===== config.mk =====
export PLATFORM = sky130hd
export DESIGN_NAME = hazard_tracker_flat
export DESIGN_NICKNAME = d
export VERILOG_FILES = /design/src/rtl/hazard_tracker_if.sv /design/src/rtl/hazard_tracker.sv /design/src/flat_wrapper.sv
export SDC_FILE = /design/constraint.sdc
export NUM_CORES = 1
export LEC_CHECK = 0
export CORE_ASPECT_RATIO = 1.75
export CORE_MARGIN = 2
export CORE_UTILIZATION = 55
export DETAILED_ROUTE_END_ITERATION = 7
export DONT_BUFFER_PORTS = 1
export PLACE_DENSITY = 0.73
export SLEW_MARGIN = 20
export SYNTH_ARGS = -nofsm -noshare
export SYNTH_HDL_FRONTEND = slang
export SYNTH_SLANG_ARGS = --single-unit

===== constraint.sdc =====
create_clock -name clk -period 7 [get_ports clk]
set_clock_uncertainty 0.2 [all_clocks]
set_input_delay 0.7 -clock clk [delete_from_list [all_inputs] [get_ports clk]]
set_output_delay 0.7 -clock clk [all_outputs]
set_load 0.005 [all_outputs]

===== src/rtl/hazard_tracker_if.sv =====
// hazard_tracker_if
//   Bundles the ID-stage request and the tracker's tag/hazard response.
//   master : pipeline control side (drives ID info, reads tags/hazard)
//   slave  : hazard_tracker itself
//   Control : freeze, flush, fwd_en
//   ID      : ID_valid, ID_Dest, ID_WB_en, ID_MEM_R_en, src1, src2, two_src
//   Tags    : {EXE,MEM,WB}_Dest, {EXE,MEM,WB}_WB_en
//   Status  : hazard, stall_cnt
interface hazard_tracker_if #(
    parameter int REG_W = 4,
    parameter int CNT_W = 16
);
    logic             freeze;
    logic             flush;
    logic             fwd_en;
    logic             ID_valid;
    logic [REG_W-1:0] ID_Dest;
    logic             ID_WB_en;
    logic             ID_MEM_R_en;
    logic [REG_W-1:0] src1;
    logic [REG_W-1:0] src2;
    logic             two_src;
    logic [REG_W-1:0] EXE_Dest;
    logic [REG_W-1:0] MEM_Dest;
    logic [REG_W-1:0] WB_Dest;
    logic             EXE_WB_en;
    logic             MEM_WB_en;
    logic             WB_WB_en;
    logic             hazard;
    logic [CNT_W-1:0] stall_cnt;

    modport master (
        output freeze, flush, fwd_en, ID_valid, ID_Dest, ID_WB_en, ID_MEM_R_en,
               src1, src2, two_src,
        input  EXE_Dest, MEM_Dest, WB_Dest, EXE_WB_en, MEM_WB_en, WB_WB_en,
               hazard, stall_cnt
    );

    modport slave (
        input  freeze, flush, fwd_en, ID_valid, ID_Dest, ID_WB_en, ID_MEM_R_en,
               src1, src2, two_src,
        output EXE_Dest, MEM_Dest, WB_Dest, EXE_WB_en, MEM_WB_en, WB_WB_en,
               hazard, stall_cnt
    );
endinterface


===== src/rtl/hazard_tracker.sv =====
// hazard_tracker
//   Producer side of operand forwarding. Carries the destination tag of each
//   in-flight instruction through EXE, MEM and WB, and flags when ID must
//   stall because forwarding cannot supply an operand (load-use, or any RAW
//   on EXE/MEM when forwarding is off). Counts stall cycles, saturating.
//   clk   : pipeline clock
//   rst_n : synchronous active-low reset
//   bus   : hazard_tracker_if.slave (control, ID info, tags, hazard, counter)
//   REG_W/CNT_W must match the parameters of the connected interface.
module hazard_tracker #(
    parameter int REG_W = 4,
    parameter int CNT_W = 16
) (
    input  logic               clk,
    input  logic               rst_n,
    hazard_tracker_if.slave    bus
);

    typedef struct packed {
        logic             valid;
        logic [REG_W-1:0] dest;
        logic             wb_en;
        logic             mem_r_en;
    } stage_t;

    localparam stage_t BUBBLE = '0;

    stage_t           exe_q, mem_q, wb_q;
    logic [CNT_W-1:0] stall_cnt_q;
    logic             hazard;

    // A stage can only supply a match if it is live and actually writes.
    logic e_m1, e_m2, m_m1, m_m2;
    always_comb begin
        e_m1 = exe_q.valid & exe_q.wb_en & (bus.src1 == exe_q.dest);
        e_m2 = bus.two_src & exe_q.valid & exe_q.wb_en & (bus.src2 == exe_q.dest);
        m_m1 = mem_q.valid & mem_q.wb_en & (bus.src1 == mem_q.dest);
        m_m2 = bus.two_src & mem_q.valid & mem_q.wb_en & (bus.src2 == mem_q.dest);
    end

    // WB never stalls: the register file is written before ID reads it.
    always_comb begin
        hazard = 1'b0;
        if (bus.ID_valid && !bus.flush) begin
            if (bus.fwd_en)
                hazard = exe_q.mem_r_en & (e_m1 | e_m2);
            else
                hazard = e_m1 | e_m2 | m_m1 | m_m2;
        end
    end

    always_ff @(posedge clk) begin
        if (!rst_n) begin
            exe_q       <= BUBBLE;
            mem_q       <= BUBBLE;
            wb_q        <= BUBBLE;
            stall_cnt_q <= '0;
        end else if (!bus.freeze) begin
            wb_q  <= mem_q;
            mem_q <= exe_q;
            if (hazard || bus.flush || !bus.ID_valid)
                exe_q <= BUBBLE;
            else
                exe_q <= '{valid: 1'b1, dest: bus.ID_Dest,
                           wb_en: bus.ID_WB_en, mem_r_en: bus.ID_MEM_R_en};
            if (hazard && stall_cnt_q != {CNT_W{1'b1}})
                stall_cnt_q <= stall_cnt_q + 1'b1;
        end
    end

    // Bubbles are stored with dest=0, so the raw tag already reads 0 when idle.
    assign bus.EXE_Dest  = exe_q.dest;
    assign bus.MEM_Dest  = mem_q.dest;
    assign bus.WB_Dest   = wb_q.dest;
    assign bus.EXE_WB_en = exe_q.valid & exe_q.wb_en;
    assign bus.MEM_WB_en = mem_q.valid & mem_q.wb_en;
    assign bus.WB_WB_en  = wb_q.valid & wb_q.wb_en;
    assign bus.hazard    = hazard;
    assign bus.stall_cnt = stall_cnt_q;

endmodule


===== src/flat_wrapper.sv =====
// flat-port wrapper written by rule: the top's interface ports become plain ports
module hazard_tracker_flat 
#(
    parameter int REG_W = 4,
    parameter int CNT_W = 16
)
  (clk, rst_n, bus_freeze, bus_flush, bus_fwd_en, bus_ID_valid, bus_ID_Dest, bus_ID_WB_en, bus_ID_MEM_R_en, bus_src1, bus_src2, bus_two_src, bus_EXE_Dest, bus_MEM_Dest, bus_WB_Dest, bus_EXE_WB_en, bus_MEM_WB_en, bus_WB_WB_en, bus_hazard, bus_stall_cnt);
  hazard_tracker_if #(.REG_W(REG_W), .CNT_W(CNT_W)) bus_i ();
  input  logic clk;
  input  logic rst_n;
  input wire logic [$bits(bus_i.freeze)-1:0] bus_freeze;
  input wire logic [$bits(bus_i.flush)-1:0] bus_flush;
  input wire logic [$bits(bus_i.fwd_en)-1:0] bus_fwd_en;
  input wire logic [$bits(bus_i.ID_valid)-1:0] bus_ID_valid;
  input wire logic [$bits(bus_i.ID_Dest)-1:0] bus_ID_Dest;
  input wire logic [$bits(bus_i.ID_WB_en)-1:0] bus_ID_WB_en;
  input wire logic [$bits(bus_i.ID_MEM_R_en)-1:0] bus_ID_MEM_R_en;
  input wire logic [$bits(bus_i.src1)-1:0] bus_src1;
  input wire logic [$bits(bus_i.src2)-1:0] bus_src2;
  input wire logic [$bits(bus_i.two_src)-1:0] bus_two_src;
  output wire logic [$bits(bus_i.EXE_Dest)-1:0] bus_EXE_Dest;
  output wire logic [$bits(bus_i.MEM_Dest)-1:0] bus_MEM_Dest;
  output wire logic [$bits(bus_i.WB_Dest)-1:0] bus_WB_Dest;
  output wire logic [$bits(bus_i.EXE_WB_en)-1:0] bus_EXE_WB_en;
  output wire logic [$bits(bus_i.MEM_WB_en)-1:0] bus_MEM_WB_en;
  output wire logic [$bits(bus_i.WB_WB_en)-1:0] bus_WB_WB_en;
  output wire logic [$bits(bus_i.hazard)-1:0] bus_hazard;
  output wire logic [$bits(bus_i.stall_cnt)-1:0] bus_stall_cnt;
  assign bus_i.freeze = bus_freeze;
  assign bus_i.flush = bus_flush;
  assign bus_i.fwd_en = bus_fwd_en;
  assign bus_i.ID_valid = bus_ID_valid;
  assign bus_i.ID_Dest = bus_ID_Dest;
  assign bus_i.ID_WB_en = bus_ID_WB_en;
  assign bus_i.ID_MEM_R_en = bus_ID_MEM_R_en;
  assign bus_i.src1 = bus_src1;
  assign bus_i.src2 = bus_src2;
  assign bus_i.two_src = bus_two_src;
  assign bus_EXE_Dest = bus_i.EXE_Dest;
  assign bus_MEM_Dest = bus_i.MEM_Dest;
  assign bus_WB_Dest = bus_i.WB_Dest;
  assign bus_EXE_WB_en = bus_i.EXE_WB_en;
  assign bus_MEM_WB_en = bus_i.MEM_WB_en;
  assign bus_WB_WB_en = bus_i.WB_WB_en;
  assign bus_hazard = bus_i.hazard;
  assign bus_stall_cnt = bus_i.stall_cnt;
  hazard_tracker #(.REG_W(REG_W), .CNT_W(CNT_W)) u_core (.clk(clk), .rst_n(rst_n), .bus(bus_i));
endmodule

### Word-level counts from Yosys, hierarchy flattened

Cells that the tools add are included.

* flip-flop bits (word level): 35
* bits in latches: 0
* RAM bits: 0
* bits in read-only memories: 0
* output and inout bits: 32
* logic and storage cells: 43
* memories: 0

* $add $sub $neg: 1
* multipliers: 0
* divide/modulo/power cells: 0
* $lt $le $gt $ge: 0
* equal/unequal tests: 5
* shift operators: 0
* muxes and demuxes: 3
* bitwise logic cells: 16
* reductions and logical operators: 7

Operators with widths (count)
* 16-bit by 1-bit adder with 16-bit output (second input constant): 1
* 4-bit equality test: 4
* 16-bit inequality test (second input constant): 1
* 1-bit AND: 12
* 7-bit 2-to-1 mux: 1
* 1-bit OR: 3
* 1-bit logical AND: 2
* 1-bit logical NOT: 2
* 1-bit logical OR: 2
* 1-bit 2-to-1 mux: 2
* 2-bit AND reduction: 1
* 1-bit inverter: 1

### Longest topological paths before layout

* depth in word-level cells: 11
* depth in mapped cells: 8
* mapped depth without buffers: 7

### Worst setup path before layout

No wires, ideal clock.

* kind: in2reg
* from: in bus_freeze
* to: reg u_core.stall_cnt_q[10], in the netlist u_core.bus.stall_cnt[10]
* arrival time: 2368 ps
* path slack: 4316 ps
* stages on the path: 7
* path buffers: 1
* cells stage by stage: buf_2 > or3b_1 > a31oi_1 > o31ai_1 > nor3b_1 > a21oi_1 > a31o_2

* word-level cells in the longest chain between the ends: 2

Ends and longest elaborated chain
* start: declaration: RTL line flat_wrapper.sv:11 `input wire logic [$bits(bus_i.freeze)-1:0] bus_freeze;`
* 1-bit inverter (no line)
* 2-bit AND reduction (no line)
* end signal: assignment: RTL line hazard_tracker.sv:67 `stall_cnt_q <= stall_cnt_q + 1'b1;`
* end: declaration: RTL line hazard_tracker.sv:29 `logic [CNT_W-1:0] stall_cnt_q;`

Every way passes these cells.
A chain may end at the register's enable or synchronous reset.

### Worst setup path in the final report

* from: reg u_core.exe_q, in the netlist u_core.bus.EXE_Dest[2]
* to: out bus_hazard

* word-level cells in the longest chain between the ends: 7
* elaborated cells on any way between the ends: 10

Ends and longest elaborated chain
* start: declaration: RTL line hazard_tracker.sv:28 `stage_t exe_q, mem_q, wb_q;`
* start signal: assignment: RTL line hazard_tracker.sv:64 `exe_q <= '{valid: 1'b1, dest: bus.ID_Dest,`
* 4-bit equality test, on equally long branches: RTL line hazard_tracker.sv:35, hazard_tracker.sv:36
* 1-bit AND, on equally long branches: RTL line hazard_tracker.sv:35, hazard_tracker.sv:36
* 1-bit OR (*): RTL line hazard_tracker.sv:46, hazard_tracker.sv:48
* 1-bit OR (2 in series): RTL line hazard_tracker.sv:48 `hazard = e_m1 | e_m2 | m_m1 | m_m2;`
* 1-bit 2-to-1 mux (*): RTL line hazard_tracker.sv:45 `if (bus.fwd_en)`
* 1-bit 2-to-1 mux (*): RTL line hazard_tracker.sv:44 `if (bus.ID_valid && !bus.flush) begin`
* end: declaration: RTL line flat_wrapper.sv:27 `output wire logic [$bits(bus_i.hazard)-1:0] bus_hazard;`

Every way passes the cells marked *; elsewhere a longest branch is shown, timed or not.

==> flow_metrics.py <==
metrics = {
    "run_status": {
        "run_status": "finished, final reports clean",
    },
    "sta": {
        "max_slew.worst_pin.slew_ps": 770,
        "min_period_ps": 2820,
        "setup_repair_after_global_routing_missed_its_margin": "false",
        "final_hold_viol_count": 0,
        "max_freq_ghz": 0.354,
        "setup-tns-final_ps": 0,
        "final_min_period_over_clock_period": 0.403,
        "timing.final.setup_violations": 0,
        "max-slew-margin-rel": 0.485,
        "finalMaxSlewViolations": 0,
    },
    "final_layout": {
        "num_antenna_cells": 0,
        "syn2layout_area_growth_pct": 1.47,
        "finish.utilization": 0.577,
        "n_fill_cell": 293,
        "layout.nets": 207,
        "layout-drive-gt1-share": 0.0591,
    },
    "drt": {
        "wire_per_inst_um": 15.6,
        "firstDrtPassIters": 4,
        "num_vias": 1337,
        "detail_route.wirelength_um": 3580,
        "drcViolationCount": 0,
        "drt-vias-per-instance": 5.84,
        "drt_iter0_drc": 28,
        "number_of_nets_with_antenna_violations_after_routing": 0,
    },
    "worst_hold_path": {
        "holdCritPathClass": "register to register",
        "min_delay_path_depth": 1,
    },
    "cts": {
        "cts_root_buf": "clkbuf_8",
        "clk_transition_reported_paths_ps": 70,
        "cts.sink_count": 35,
        "insertion_delay_ps": 290,
        "tritoncts": "built",
        "post_cts.resized_instances": 0,
        "clock_tree.htree_level_count": 2,
        "cts_inserted_buffers": 5,
        "post_cts.repair.setup_buffers": 0,
        "cts_max_path_buffers": 2,
        "postCtsHoldBufs": 0,
    },
    "setup_path": {
        "path_class": "register to output port",
        "worst_ep_required_time_ps": 6100,
        "critPathArrivalTime_ps": 1920,
        "reg2reg_depth": 7,
        "cp-start-kind": "register",
        "crit_fanout": 9,
        "critical_path.endpoint_type": "output port",
    },
    "power": {
        "cellPowerDensity_nw_per_um2": 207,
        "share_seq_of_total_power": 0.541,
        "power.combinational.fraction": 0.044,
        "power_leakage_nw": 0.682,
        "switching_share": 0.229,
        "net-switching-power_mw": 0.0860,
        "internal-power_mw": 0.290,
        "clock_power_share": 0.415,
        "vdd_ir_drop_max_mv": 0.152,
    },
    "logic_synthesis": {
        "synth_fp_nets": 221,
        "synthTopCellsByCount": "dfxtp_1, nor2_1, mux2i_1",
        "synthesis.area_per_instance_um2": 8.98,
        "yosysUniqueCellTypes": 37,
        "post_synth_main_area_contributors": "dfxtp_1, mux2i_1, xnor2_1",
        "netlist_area_um2": 1790,
        "synth.yosys.warnings": 0,
        "yosys.cell_count.top_type": "dfxtp_1",
        "synth_top_area_frac": 0.392,
        "synth-edff-count": 0,
        "synth_seq_area_share": 0.392,
        "synth_area_leader_cell": "dfxtp_1",
        "postSynth.asyncResetShare": 0,
        "synth.ff_latch_count": 35,
        "syn_inst": 199,
        "synth_flop_cell": "dfxtp_1",
    },
    "place": {
        "portBuffers": 0,
        "place.gp.congestion": 0.814,
        "dpl.hpwl_um": 2780,
    },
    "die": {
        "cell_row_count": 27,
        "dieArea_um2": 3740,
        "core_area_um2": 3140,
        "die_height_um": 79.4,
        "effective_utilization_at_floorplan": 0.569,
        "die_x_um": 47.1,
        "num_io_pins": 53,
    },
    "grt": {
        "globalRouteTotalUtil": 0.210,
        "first_global_vias": 1355,
        "pin_count_of_the_biggest_net_entering_global_routing": 25,
        "grt_antenna_before_repair": 0,
        "gr-total-overflow": 0,
        "grt_first_pass_wirelength_um": 5600,
    },
    "job": {
        "max_cap_violations": 0,
    },
}
[cell usage in the layout (no fill, tap or decap), types with 5 or more instances in the layout]
cell type and count:
nor2_1 22, xor2_1 7, xnor2_1 15, nand3_1 6
a32o_1 6, mux2i_1 16, nand2b_1 5, nand2_1 13
and3_1 5, a21oi_1 6, dfxtp_1 35, clkbuf_8 6
[power groups by stage]
stage	Sequential, mW	Combinational (mW)	Clock [mW]
3_3_place_gp	0.208	0.0160	0
5_1_grt	0.203	0.0184	0.165
3_5_place_dp	0.208	0.0167	0
4_1_cts	0.203	0.0167	0.158
2_1_floorplan	0.207	0.0192	0
6_report	0.203	0.0165	0.156
[stage by stage]
stage          instances  power [mW]  instance area, µm²  setup slack (ps)  hold WS (ps)
2_1_floorplan        199       0.226                1790              4320           237
3_3_place_gp         221       0.224                1720              4140           272
3_5_place_dp         221       0.224                1720              4040           283
4_1_cts              229       0.378                1810              4160           299
5_1_grt              229       0.387                1810              4010           327
6_report             229       0.376                1810              4180           297
[metal layers]
layer	share of wire	global-route usage	routed length [µm]	vias to the layer above
met5	0	0	0	-
met4	0.023	0.103	83	0
met3	0.078	0.0792	281	7
met2	0.55	0.375	1960	49
met1	0.35	0.193	1260	635
li1	-	-	-	646
[state kept, by name, summed over array words and instances, names as in the netlist]
register and cells:
u_core.bus.EXE_Dest 4, u_core.exe_q 3, u_core.wb_q 2, u_core.bus.stall_cnt 16, u_core.bus.MEM_Dest 4, u_core.mem_q 2, u_core.bus.WB_Dest 4
[cell type report]
cell class / count / area [µm²] / area share
Clock inverter: 2 / 16.3 / 0.00897
Clock buffer: 6 / 82.6 / 0.0455
Multi-Input combinational cell: 139 / 946 / 0.521
Inverter: 4 / 15.0 / 0.00828
Sequential cell: 35 / 701 / 0.386
Tap cell: 43 / 53.8 / 0.0297
[cell families (layout without fill, tap and decap cells)]
logic type      Yosys count  in the layout  share of synthesized area
fa+ha+maj                 1              1                    0.00700
xor+xnor                 22             22                      0.108
buf+inv                  25             12                     0.0791
simple gates             76             76                      0.225
flops                    35             35                      0.392
mux                      16             16                     0.0896
compound gates           24             24                      0.100
[worst max-delay path: stages, from the launching register on]
cell and delay, ps:
dfxtp_1 490, xor2_1 140, nor3_2 210, nand3_1 110, a31o_4 270, nand2b_1 160
nor3b_1 240
[final timing paths]
check	start	to	slack, ps
worst max register to register	u_core.bus.stall_cnt[0]	u_core.bus.stall_cnt[10]	4360
worst min-delay path	u_core.exe_q[0]	u_core.exe_q[0]	300
worst max-delay path	u_core.bus.EXE_Dest[2]	bus_hazard	4180
worst min register to register	u_core.exe_q[0]	u_core.exe_q[0]	300
No activity file was read; power rests on OpenSTA's default activity.
